**src/rtl/slot_frame_capture.sv**
```systemverilog
// slot_frame_capture
//   Receive end of the time-division slot stream. Locks onto the 72-step
//   frame (18 slots x 4 stages), samples din once per slot into a shadow
//   buffer and publishes each complete frame into an 18-entry read bank.
//   Sequence breaks while locked drop back to hunting and are counted.
//
// Ports
//   clk_i          system clock
//   reset_i        synchronous, active-high reset
//   clkena_i       stream step enable (slot/stage/din valid when 1)
//   slot_i         current slot, legal 0-17
//   stage_i        current stage 0-3
//   din_i          operator output for the current slot
//   rd_addr_i      bank read address, 0-17 (others read as 0)
//   rd_data_o      registered bank read data
//   frame_valid_o  one-clk pulse after a new frame lands in the bank
//   locked_o       1 while tracking a valid frame sequence
//   sync_err_o     one-clk pulse on a sequence mismatch while locked
//   err_count_o    saturating count of sync errors
//
// state  | meaning
// HUNT   | waiting for a step with index 0
// LOCKED | each step must equal the expected index

module slot_frame_capture #(
  parameter int DW        = 10,
  parameter int CAP_STAGE = 3
) (
  input  logic          clk_i,
  input  logic          reset_i,
  input  logic          clkena_i,
  input  logic [4:0]    slot_i,
  input  logic [1:0]    stage_i,
  input  logic [DW-1:0] din_i,
  input  logic [4:0]    rd_addr_i,
  output logic [DW-1:0] rd_data_o,
  output logic          frame_valid_o,
  output logic          locked_o,
  output logic          sync_err_o,
  output logic [7:0]    err_count_o
);

  localparam int          NSLOT    = 18;
  localparam logic [6:0]  LAST_IDX = 7'd71;
  localparam logic [1:0]  CAP_ST   = 2'(CAP_STAGE);

  typedef enum logic {ST_HUNT, ST_LOCKED} state_e;

  state_e        state_q, state_d;
  logic [6:0]    exp_q, exp_d;
  logic [DW-1:0] shadow_q [NSLOT];
  logic [DW-1:0] shadow_d [NSLOT];
  logic [DW-1:0] bank_q   [NSLOT];
  logic [DW-1:0] bank_d   [NSLOT];
  logic [DW-1:0] rd_data_q, rd_data_d;
  logic          frame_valid_q;
  logic          sync_err_q;
  logic [7:0]    err_count_q, err_count_d;

  logic [6:0]    idx;
  logic          step_start, step_ok, step_bad, capture, publish;

  // Step decode. slot>17 yields idx>=72, which can never equal exp_q,
  // so illegal slots fall out as ordinary mismatches.
  assign idx        = {slot_i, stage_i};
  assign step_start = clkena_i && (state_q == ST_HUNT)   && (idx == 7'd0);
  assign step_ok    = clkena_i && (state_q == ST_LOCKED) && (idx == exp_q);
  assign step_bad   = clkena_i && (state_q == ST_LOCKED) && (idx != exp_q);
  assign capture    = (step_start || step_ok) && (stage_i == CAP_ST);
  assign publish    = step_ok && (idx == LAST_IDX);

  // State register
  always_ff @(posedge clk_i) begin
    if (reset_i) begin
      state_q <= ST_HUNT;
    end else begin
      state_q <= state_d;
    end
  end

  // Next-state logic
  always_comb begin
    state_d = state_q;
    case (state_q)
      ST_HUNT:   if (step_start) state_d = ST_LOCKED;
      ST_LOCKED: if (step_bad)   state_d = ST_HUNT;
      default:   state_d = ST_HUNT;
    endcase
  end

  // Output logic
  always_comb begin
    locked_o = (state_q == ST_LOCKED);
  end

  // Datapath next-state
  always_comb begin
    exp_d = exp_q;
    if (step_start) begin
      exp_d = 7'd1;
    end else if (step_ok) begin
      exp_d = (exp_q == LAST_IDX) ? 7'd0 : exp_q + 7'd1;
    end
  end

  always_comb begin
    for (int i = 0; i < NSLOT; i++) begin
      shadow_d[i] = shadow_q[i];
      if (step_bad) begin
        shadow_d[i] = '0;
      end else if (capture && (slot_i == 5'(i))) begin
        shadow_d[i] = din_i;
      end
    end
  end

  // Publish takes shadow_d so the slot-17 capture on the last step lands.
  always_comb begin
    for (int i = 0; i < NSLOT; i++) begin
      bank_d[i] = publish ? shadow_d[i] : bank_q[i];
    end
  end

  always_comb begin
    rd_data_d = '0;
    for (int i = 0; i < NSLOT; i++) begin
      if (rd_addr_i == 5'(i)) rd_data_d = bank_q[i];
    end
  end

  always_comb begin
    err_count_d = err_count_q;
    if (step_bad && (err_count_q != 8'hFF)) err_count_d = err_count_q + 8'd1;
  end

  always_ff @(posedge clk_i) begin
    if (reset_i) begin
      exp_q         <= '0;
      rd_data_q     <= '0;
      frame_valid_q <= 1'b0;
      sync_err_q    <= 1'b0;
      err_count_q   <= '0;
      for (int i = 0; i < NSLOT; i++) begin
        shadow_q[i] <= '0;
        bank_q[i]   <= '0;
      end
    end else begin
      exp_q         <= exp_d;
      rd_data_q     <= rd_data_d;
      frame_valid_q <= publish;
      sync_err_q    <= step_bad;
      err_count_q   <= err_count_d;
      for (int i = 0; i < NSLOT; i++) begin
        shadow_q[i] <= shadow_d[i];
        bank_q[i]   <= bank_d[i];
      end
    end
  end

  assign rd_data_o     = rd_data_q;
  assign frame_valid_o = frame_valid_q;
  assign sync_err_o    = sync_err_q;
  assign err_count_o   = err_count_q;

endmodule
```
**config.mk**
```make
export PLATFORM = sky130hd
export DESIGN_NAME = slot_frame_capture
export DESIGN_NICKNAME = d
export VERILOG_FILES = /design/src/rtl/slot_frame_capture.sv
export SDC_FILE = /design/constraint.sdc
export NUM_CORES = 1
export LEC_CHECK = 0
export ABC_AREA = 0
export CORE_MARGIN = 3
export CORE_UTILIZATION = 30
export DETAILED_ROUTE_END_ITERATION = 8
export HOLD_SLACK_MARGIN = 0.08
export MAX_ROUTING_LAYER = met4
export PLACE_DENSITY_LB_ADDON = 0.2
export RECOVER_POWER = 100
export SETUP_SLACK_MARGIN = 0.05
export SKIP_LAST_GASP = 1
export SYNTH_ARGS = -nofsm -noshare
export SYNTH_HDL_FRONTEND = slang
export SYNTH_SLANG_ARGS = --single-unit
```
**constraint.sdc**
```tcl
create_clock -name clk_i -period 4.81 [get_ports clk_i]
set_clock_uncertainty 0.15 [all_clocks]
set_input_delay 1.2025 -clock clk_i [delete_from_list [all_inputs] [get_ports clk_i]]
set_output_delay 1.2025 -clock clk_i [all_outputs]
set_load 0.005 [all_outputs]
```
Yosys cells after proc, flatten, opt, wreduce, memory -nomap -nowiden
Memories as Yosys holds them, arrays and structs flattened. Index checks and enable logic that the tools add are counted. W data, S select, Z words.

Reductions and logical operators: 32. Bitwise operators: 37. Eq/ne operators: 40. $add $sub $neg: 2. Muxes and demuxes: 117.

Operators with widths (number): $mux W10 (108); $eq A5 B4 Y1 const B (16); $eq A5 B3 Y1 const B (8); $or A1 B1 Y1 (36); $logic_and A1 B1 Y1 (26); $eq A5 B2 Y1 const B (4); $eq A5 B5 Y1 const B (4); $eq A7 B7 Y1 const B (2); $eq A5 B1 Y1 const B (2); $logic_not A5 Y1 (2); $add A8 B1 Y8 const B (1); $ne A8 B8 Y1 const B (1); $add A7 B1 Y7 const B (1); $eq A7 B7 Y1 (1); $logic_not A7 Y1 (1); $mux W1 (7); $mux W7 (1); $ne A7 B7 Y1 (1); $eq A2 B2 Y1 const B (1); $pmux W1 S2 (1); $reduce_bool A2 Y1 (1); $reduce_or A2 Y1 (1); $logic_or A1 B1 Y1 (1); $not A1 Y1 (1).

Output and inout port bits: 21. Memory bits (writable): 360. Word-level logic and storage cells: 237. Memories: 2. Register bits after elaboration: 28.

Memories: bank_q (depth 18, width 10, read ports 18, clocked after memory_dff 0, write ports 18, RTL line 53) `logic [DW-1:0] bank_q [NSLOT];`; shadow_q (depth 18, width 10, read ports 18, clocked after memory_dff 0, write ports 18, RTL line 51) `logic [DW-1:0] shadow_q [NSLOT];`.

Longest topological paths before layout
Gate-level depths: netlist (run 1).

Word-level depth: 19. Mapped depth: 11.

Worst setup path before layout (run 1)
OpenSTA, ideal clock, no wires.

Path kind: input-to-reg. From: input slot_i[1]. To: memory bank_q[10][4]. Stages: 9. Path slack: 1.698 ns. Setup time: 0.146 ns. Data required time: 4.514 ns. Data arrival time: 2.816 ns. Cell sequence: buf_2 -> xor2_1 -> nor4_2 -> nand2_1 -> buf_4 -> nor4_2 -> buf_4 -> mux2i_1 -> a211oi_2.

RTL lines: start: declaration (RTL line 32) `input logic [4:0] slot_i,`; end: declaration (RTL line 53).

Worst setup path after layout (run 1)
From: input rd_addr_i[2]. To: register rd_data_q[6], in the netlist rd_data_o[6].

Cells in the longest elaborated chain, start to end: 19.

Ends and longest elaborated chain: start: declaration (RTL line 35) `input logic [4:0] rd_addr_i,`; $logic_not A5 Y1 (RTL line 127) `if (rd_addr_i == 5'(i)) rd_data_d = bank_q[i];`; $mux W10 (17 in a row) (RTL line 127); $mux W10 * (RTL line 127); end signal: assignment (RTL line 149) `rd_data_q <= rd_data_d;`; end: declaration (RTL line 55) `logic [DW-1:0] rd_data_q, rd_data_d;`.

Mark *: on every way between the ends. The rest lies on a longest branch, timed or not. A chain may end at the register's enable or synchronous reset.

==> Flow_metrics.wiki, run 1 <==
{| class="wikitable"
! Metric !! Value
|-
| Ys Warns || 0
|-
| Count of different cell masters after synthesis || 67
|-
| Ranking of synthesized cells by instance count || 378 x sky130_fd_sc_hd__dfxtp_1, 259 x sky130_fd_sc_hd__nor2_1, 203 x sky130_fd_sc_hd__nand2_1
|-
| Count of buffers from port buffering || 45
|-
| Initial Utilization || 30.4%
|-
| Post-synthesis to final-layout area growth || 16.4%
|-
| Fmax achieved || 0.228 GHz
|-
| Fraction of the mapped netlist area in compound gates || 16.3%
|-
| Row cnt || a little over 80
|-
| Most repeated cell in the gate-level netlist after synthesis || sky130_fd_sc_hd__dfxtp_1
|-
| Final period demand of the worst path || 4.38 ns
|-
| Number of antenna violations at the first check in global routing || 1
|-
| Number of filler cells placed in the layout || 5028
|-
| Largest fanout of any net on the critical path || 12
|-
| DRC violation total after the first TritonRoute iteration || 871
|-
| Number of ports placed on the die boundary || 46
|-
| Result of the run || complete, no violations
|-
| Synthesized area per cell || 9.01 µm²
|-
| Die footprint || 52300 µm²
|-
| Data required time at the worst endpoint || 5.03 ns
|-
| Combined flip-flop and latch cell area || about 7600 µm²
|-
| Arrival time of data at the critical path endpoint || 4.60 ns
|-
| Post-CTS Setup Repair Bufs || 0
|-
| CORE AREA || 49000 µm²
|-
| Most used routing layer in global routing || met2
|-
| DRC errors left || 0
|-
| Flip-flop cell with the highest count after synthesis || sky130_fd_sc_hd__dfxtp_1
|-
| Dominant cell type by count on the critical path || sky130_fd_sc_hd__buf_4
|-
| Areal power density over the cells || 392 nW/µm²
|-
| Xor and xnor area share after synthesis || between 1 and 1.5%
|-
| Critical-path cell list || dlygate4sd3_1 -> buf_4 -> buf_4 -> or3_1 -> a21oi_1 -> o221ai_1 -> a32oi_1 -> o21ai_0 -> a2111oi_0
|-
| Wire length after detailed routing || 50.4 mm
|-
| Routed wirelength normalized by instance count || about 21 µm
|-
| Number of instances in the synthesized netlist || between 1500 and 2000
|-
| Largest family of logic cells by synthesized area || simple AND/OR/NAND/NOR gates
|-
| Kind of launch point of the worst setup path || primary input
|-
| Clock edge transition at the registers on the reported setup and hold paths || 0.06 ns
|-
| Sequential area share after synthesis || roughly 50%
|-
| Share of flip-flops with an asynchronous set or reset || 0%
|-
| Master cell of the clock root buffer || sky130_fd_sc_hd__clkbuf_16
|-
| GRT Overall Usage || 19.4%
|-
| Clock buffers created by TritonCTS || 42
|-
| Crit Path Class || in -> reg
|-
| Post-DR vias/cell || 5.08
|-
| Delay of the slowest critical-path stage || just under 1 ns
|-
| Post-cts sizing count || 0
|-
| Final hold violation count || 0
|-
| Proportion of layout cells with a drive suffix above 1 || 9.00%
|-
| Chip height || 229 µm
|-
| Fraction of met2 tracks used by global routing || 30.6%
|-
| Area of the mapped netlist || 14900 µm²
|-
| Total clock sinks || 378
|-
| Smallest hold slack || 0.299 ns
|-
| CTS tree || built
|-
| Worst-path cell with the longest stage delay || sky130_fd_sc_hd__a2111oi_0
|-
| Synthesized-area fraction occupied by adder cells || less than 1%
|-
| Number of buffers inserted for hold repair after clock tree synthesis || 0
|-
| Total via count in the routed design || ~12000
|-
| Measured slew at the worst slew-check pin || 1.33 ns
|-
| Crit end category || flop
|-
| Synthesized netlist net count || 1680
|-
| Period Utilization, post-route || between 90% and 100%
|-
| Detailed placer's ending HPWL || 33.3 mm
|-
| Placer's final routability congestion estimate || 0.889
|-
| Flops & latches, synth || between 300 and 400
|-
| Tightest Hold Check Type || reg -> reg
|-
| Area contributors post-synth || sky130_fd_sc_hd__dfxtp_1 51%, sky130_fd_sc_hd__mux2i_1 9.3%, sky130_fd_sc_hd__nor2_1 6.5%, sky130_fd_sc_hd__nand2_1 5.1%, sky130_fd_sc_hd__o21ai_0 5.0%
|-
| Final setup violation count || 0
|-
| Final antenna-violating net count || 0
|-
| Met1 GRT Util || 25.6%
|-
| DRT Pass-1 Iters || 5
|-
| Library cell occupying the most area in the post-synthesis netlist || sky130_fd_sc_hd__dfxtp_1
|-
| Simple-Gate Fraction of Synth Area || ~17%
|-
| Multiplexer share of the synthesized area || 9.87%
|-
| Number of H-tree branching levels || 2
|-
| Total Nets Final || about 1700
|-
| Number of enable-type register cells in the synthesized netlist || 0
|-
| Chip width || around 230 µm
|-
| Number of global-route vias before repair || 11800
|-
| Number of pins exceeding their max-slew limit in the final report || 0
|-
| DP Area || approximately 16000 µm²
|-
| Post-route cell area || 17300 µm²
|-
| Met3 track demand over resource in global routing || under 10%
|-
| Top cell type's share of synthesized area || 50.8%
|-
| Multi-input combinational cell area || 6650 µm²
|-
| Worst supply voltage drop on vdd || between 0.2 and 0.25 mV
|-
| Share of the core filled with cells || 35.4%
|-
| Maximum Capacitance Violations || 0
|-
| Clock latency on the worst-skew pair || 0.58 ns
|-
| Maximum number of pins on one net before global-route repair || 130
|-
| Max Root-Sink Buffers || 3
|-
| First-pass GRT wire length || 75.4 mm
|-
| Static Leakage || 6.52 nW
|-
| Sum of overflow across all layers after global routing || 0
|-
| Unrepaired setup endpoints after global routing || no
|-
| Relative slew margins || 11.1%
|}
[placed cells by master, fill, tap and decap left out, drive strengths merged, types with 12 or more instances in the layout]
cell / n
dlygate4sd3: 23
buf: 50
nand2: 203
a22oi: 32
nand3: 24
xnor2: 12
nor2: 259
o21ai: 159
nand4: 13
mux2i: 139
a21oi: 52
a221oi: 12
a211oi: 48
nor3: 18
dfxtp: 378
o22ai: 16
clkdlybuf4s50: 15
clkbuf: 70
[per-layer routing]
layer / wire length, µm / part of all wire (%)
met3: 1900 / 3.8
met1: 23300 / 46
met4: 1570 / 3.1
met2: 23600 / 47
met5: 0 / 0
[cell families after synthesis]
family                     after synthesis
adders and majority gates                2
DFF                                    378
and+or+nand+nor                        589
muxes                                  146
buffers and inverters                  144
AOI/OAI and AO/OA                      376
xor gates and xnor gates                18
[final cells by class]
class	instances	area share (%)
antenna	1	0.0144
clock buffer	57	6.86
clock inverter	16	1.49
inverter	6	0.130
multi-input combinational	1131	38.3
sequential	378	43.7
tap	664	4.79
timing repair buffer	101	4.71
[sequential cells by signal, indices dropped and copies added (netlist names)]
register / count
locked_o: 1
err_count_o: 8
rd_data_o: 10
bank_q: 180
frame_valid_o: 1
shadow_q: 170
sync_err_o: 1
exp_q: 7
[metrics by stage]
step	TNS (ns)	total power, mW	setup slack [ns]	std cells
after global placement	-0.0671	3.51	-0.0671	2280
after detailed placement	-0.00682	3.51	-0.00580	2280
after floorplan	0	3.37	1.70	1653
after CTS	0	6.89	0.544	2353
after global routing	0	7.02	0.218	2353
final	0	6.80	0.432	2354
[power by group]
| part | internal [mW] | total [mW] | switching, mW |
|---|---|---|---|
| Combinational | 0.0754 | 0.295 | 0.220 |
| Clock | 2.06 | 3.37 | 1.31 |
| Sequential | 3.13 | 3.14 | 0.00202 |
| Total | 5.27 | 6.80 | 1.53 |
[path summary, 6_finish.rpt]
| check | startpoint | end | depth (start not counted) | slack (ns) |
|---|---|---|---|---|
| max reg2reg | exp_q[4] | shadow_q[4][9] | 7 | 1.38 |
| min reg2reg | shadow_q[16][8] | shadow_q[16][8] | 2 | 0.30 |
| max | rd_addr_i[2] | rd_data_o[6] | 9 | 0.43 |
| min | shadow_q[16][8] | shadow_q[16][8] | 2 | 0.30 |
[worst max-delay path, delay by kind of cell]
| family | cells | cell delay (ns) |
|---|---|---|
| buffers and inverters | 3 | 1.14 |
| AOI/OAI and AO/OA | 5 | 1.80 |
| and+or+nand+nor | 1 | 0.44 |
No activity file was read; power rests on OpenSTA's default activity.
==> inputs of run 2 (changes only) <==
--- a/config.mk
+++ b/config.mk
@@ -9,4 +9,5 @@
 export CORE_MARGIN = 3
 export CORE_UTILIZATION = 30
+export CTS_CLUSTER_SIZE = 8
 export DETAILED_ROUTE_END_ITERATION = 8
 export HOLD_SLACK_MARGIN = 0.08
--- a/constraint.sdc
+++ b/constraint.sdc
@@ -3,3 +3,3 @@
 set_input_delay 1.2025 -clock clk_i [delete_from_list [all_inputs] [get_ports clk_i]]
 set_output_delay 1.2025 -clock clk_i [all_outputs]
-set_load 0.005 [all_outputs]
+set_load 0.02 [all_outputs]
==> run 2 against run 1 <==
  * Total power shrank 0.74%
  * Fmax is essentially flat
  * Global-route usage grew 0.16 points
  * Cell count shrank 0.64%
  * Critical path depth is the same
  * Flip-flop and latch count is the same
  * Core utilization shrank 0.095 points
  * Register-to-register slack is essentially flat
  * Sequential share of layout area grew 0.12 points
  * Critical endpoint unchanged
  * Highest routed layer unchanged
==> Flow_metrics.wiki, run 2 (synthesis gave the netlist of run 1 again) <==
{| class="wikitable"
! Metric !! Value
|-
| Row cnt || 81
|-
| Delay of the slowest critical-path stage || just over 1 ns
|-
| Crit end category || flop
|-
| Sum of overflow across all layers after global routing || 0
|-
| Max Root-Sink Buffers || 3
|-
| Chip height || 229 µm
|-
| Relative slew margins || 10.4%
|-
| Data required time at the worst endpoint || 5.04 ns
|-
| Master cell of the clock root buffer || sky130_fd_sc_hd__clkbuf_16
|-
| Fmax achieved || approximately 0.23 GHz
|-
| Most frequent cells in the layout || 378 x sky130_fd_sc_hd__dfxtp_1, 258 x sky130_fd_sc_hd__nor2_1, 202 x sky130_fd_sc_hd__nand2_1
|-
| Met2 wirelength from detailed routing || between 20 and 25 mm
|-
| Number of global-route vias before repair || 11900
|-
| Total clock sinks || 378
|-
| Post-cts sizing count || 0
|-
| DRC errors left || 0
|-
| Post-route cell area || 17300 µm²
|-
| Final setup violation count || 0
|-
| Arrival time of data at the critical path endpoint || 4.60 ns
|-
| Crit Path Class || in -> reg
|-
| Dominant cell type by count on the critical path || sky130_fd_sc_hd__buf_4
|-
| Final antenna-violating net count || 0
|-
| Clock edge transition at the registers on the reported setup and hold paths || roughly 0.050 ns
|-
| Areal power density over the cells || 391 nW/µm²
|-
| Measured slew at the worst slew-check pin || 1.34 ns
|-
| Buffer and inverter count on the worst path || 3
|-
| Post-CTS Setup Repair Bufs || 0
|-
| Chip width || 229 µm
|-
| DP Area || 16000 µm²
|-
| Kind of launch point of the worst setup path || primary input
|-
| Met3 WL || ~1.9 mm
|-
| Static Leakage || between 6 and 7 nW
|-
| Post-DR vias/cell || 5.13
|-
| CORE AREA || between 40000 and 50000 µm²
|-
| Result of the run || complete, no violations
|-
| Detailed placer's ending HPWL || 33.3 mm
|-
| First-pass GRT wire length || 76.0 mm
|-
| DRC violation total after the first TritonRoute iteration || 793
|-
| Setup slack, reg-to-reg || 1.37 ns
|-
| Largest register by flop count || bank_q
|-
| Antenna diode count || 0
|-
| Final period demand of the worst path || ~4.4 ns
|-
| Maximum number of pins on one net before global-route repair || 130
|-
| Count of buffers from port buffering || 45
|-
| DRT Pass-1 Iters || 6
|-
| Total via count in the routed design || 12000
|-
| Critical path launch point || rd_addr_i[2]
|-
| Number of flip-flops in the largest register || 180
|-
| Total routed wire length on the met1 layer || 23.5 mm
|-
| Reg-to-Reg End || shadow_q[2][3]
|-
| Wire length after detailed routing || 50.8 mm
|-
| CTS tree || built
|-
| Number of cells on the worst reg-to-reg path || 7
|-
| Tightest Hold Check Type || reg -> reg
|-
| Number of pins exceeding their max-slew limit in the final report || 0
|-
| Delay-heaviest family, CP || compound AO/OA/AOI/OAI gates
|-
| Period Utilization, post-route || 90.9%
|-
| Final setup TNS || 0 ns
|-
| Number of ports placed on the die boundary || between 40 and 50
|-
| Die footprint || roughly 52000 µm²
|-
| Worst supply voltage drop on vdd || around 0.23 mV
|-
| Highest signal layer in the routed design || met4
|-
| Placer's final routability congestion estimate || 0.889
|-
| Number of H-tree branching levels || 2
|-
| Final hold violation count || 0
|-
| Destination of the critical timing path || rd_data_o[6]
|-
| Unrepaired setup endpoints after global routing || no
|-
| Reg2Reg Launch Point || exp_q[4]
|-
| Largest fanout of any net on the critical path || 12
|-
| Number of antenna violations at the first check in global routing || 1
|-
| Critical-path cell list || dlygate4sd3_1 -> buf_4 -> buf_4 -> or3_1 -> a21oi_1 -> o221ai_1 -> a32oi_1 -> o21ai_0 -> a2111oi_0
|-
| Maximum Capacitance Violations || 0
|-
| Cell count of the worst hold path || 2
|-
| Proportion of layout cells with a drive suffix above 1 || 8.60%
|-
| Number of cells on the critical path || 9
|-
| Worst-path cell with the longest stage delay || sky130_fd_sc_hd__a2111oi_0
|-
| Number of buffers inserted for hold repair after clock tree synthesis || 0
|-
| Most common cell after layout, fill and taps aside || sky130_fd_sc_hd__dfxtp_1
|-
| Total Nets Final || 1698
|-
| Clock buffers created by TritonCTS || 53
|-
| Post-synthesis to final-layout area growth || 16.1%
|-
| Initial Utilization || 30.4%
|-
| Clock latency on the worst-skew pair || roughly 0.59 ns
|-
| Total Power || 6.75 mW
|-
| GRT Overall Usage || about 20%
|-
| Routed wirelength normalized by instance count || 21.7 µm
|}
## run 2: cell type report
type	count	area, µm²
well taps	664	831
repair buffers	101	820
clock inverters	4	67.6
clock buffers	55	1330
inverters	6	22.5
fillers	5021	31700
multi-input cells	1131	6650
flip-flops and latches	378	7570
## run 2: how the worst min path moves through the flow
| stage | to | start | slack, ns |
|---|---|---|---|
| finish | shadow_q[16][8] | shadow_q[16][8] | 0.30 |
| global route | bank_q[17][9] | bank_q[17][9] | 0.32 |
| CTS | shadow_q[16][8] | shadow_q[16][8] | 0.30 |
| detailed placement | bank_q[13][7] | bank_q[13][7] | 0.29 |
| global placement | bank_q[1][2] | bank_q[1][2] | 0.28 |
| floorplan | bank_q[2][7] | bank_q[2][7] | 0.27 |
## run 2: worst reg2reg max path, cell delays in order (launching register included)
cell,delay (ns)
sky130_fd_sc_hd__dfxtp_1,0.36
sky130_fd_sc_hd__xor2_1,0.20
sky130_fd_sc_hd__or3_4,0.40
sky130_fd_sc_hd__o21bai_1,0.13
sky130_fd_sc_hd__clkbuf_1,0.40
sky130_fd_sc_hd__nand2b_1,0.82
sky130_fd_sc_hd__buf_6,0.62
sky130_fd_sc_hd__nor2_1,0.28
## run 2: metrics by stage
step           hold WS [ns]  cells  utilization, %  worst slack (ns)
5_1_grt               0.323   2339            35.3             0.230
4_1_cts               0.300   2339            35.6             0.563
3_5_place_dp          0.294   2280            32.7          -0.00580
6_report              0.297   2339            35.3             0.436
3_3_place_gp          0.281   2280            32.7           -0.0671
2_1_floorplan         0.267   1653               -              1.70
## run 2: routing by layer
layer	GRT usage, %	up-vias
li1	-	5778
met1	25.6	5853
met2	31.2	257
met3	2.75	100
met4	6.69	0
met5	-	-
## run 2: power by group
part	switching [mW]	internal [mW]
Sequential	0.00200	3.14
Combinational	0.225	0.0755
Clock	1.32	1.99
Total	1.55	5.21
==> inputs of run 3 (changes only) <==
ABC_CLOCK_PERIOD_IN_PS = 4810   (was not set)
==> results of run 3 <==
Same layout as run 2: the final DEF is identical, and so are final timing and power.
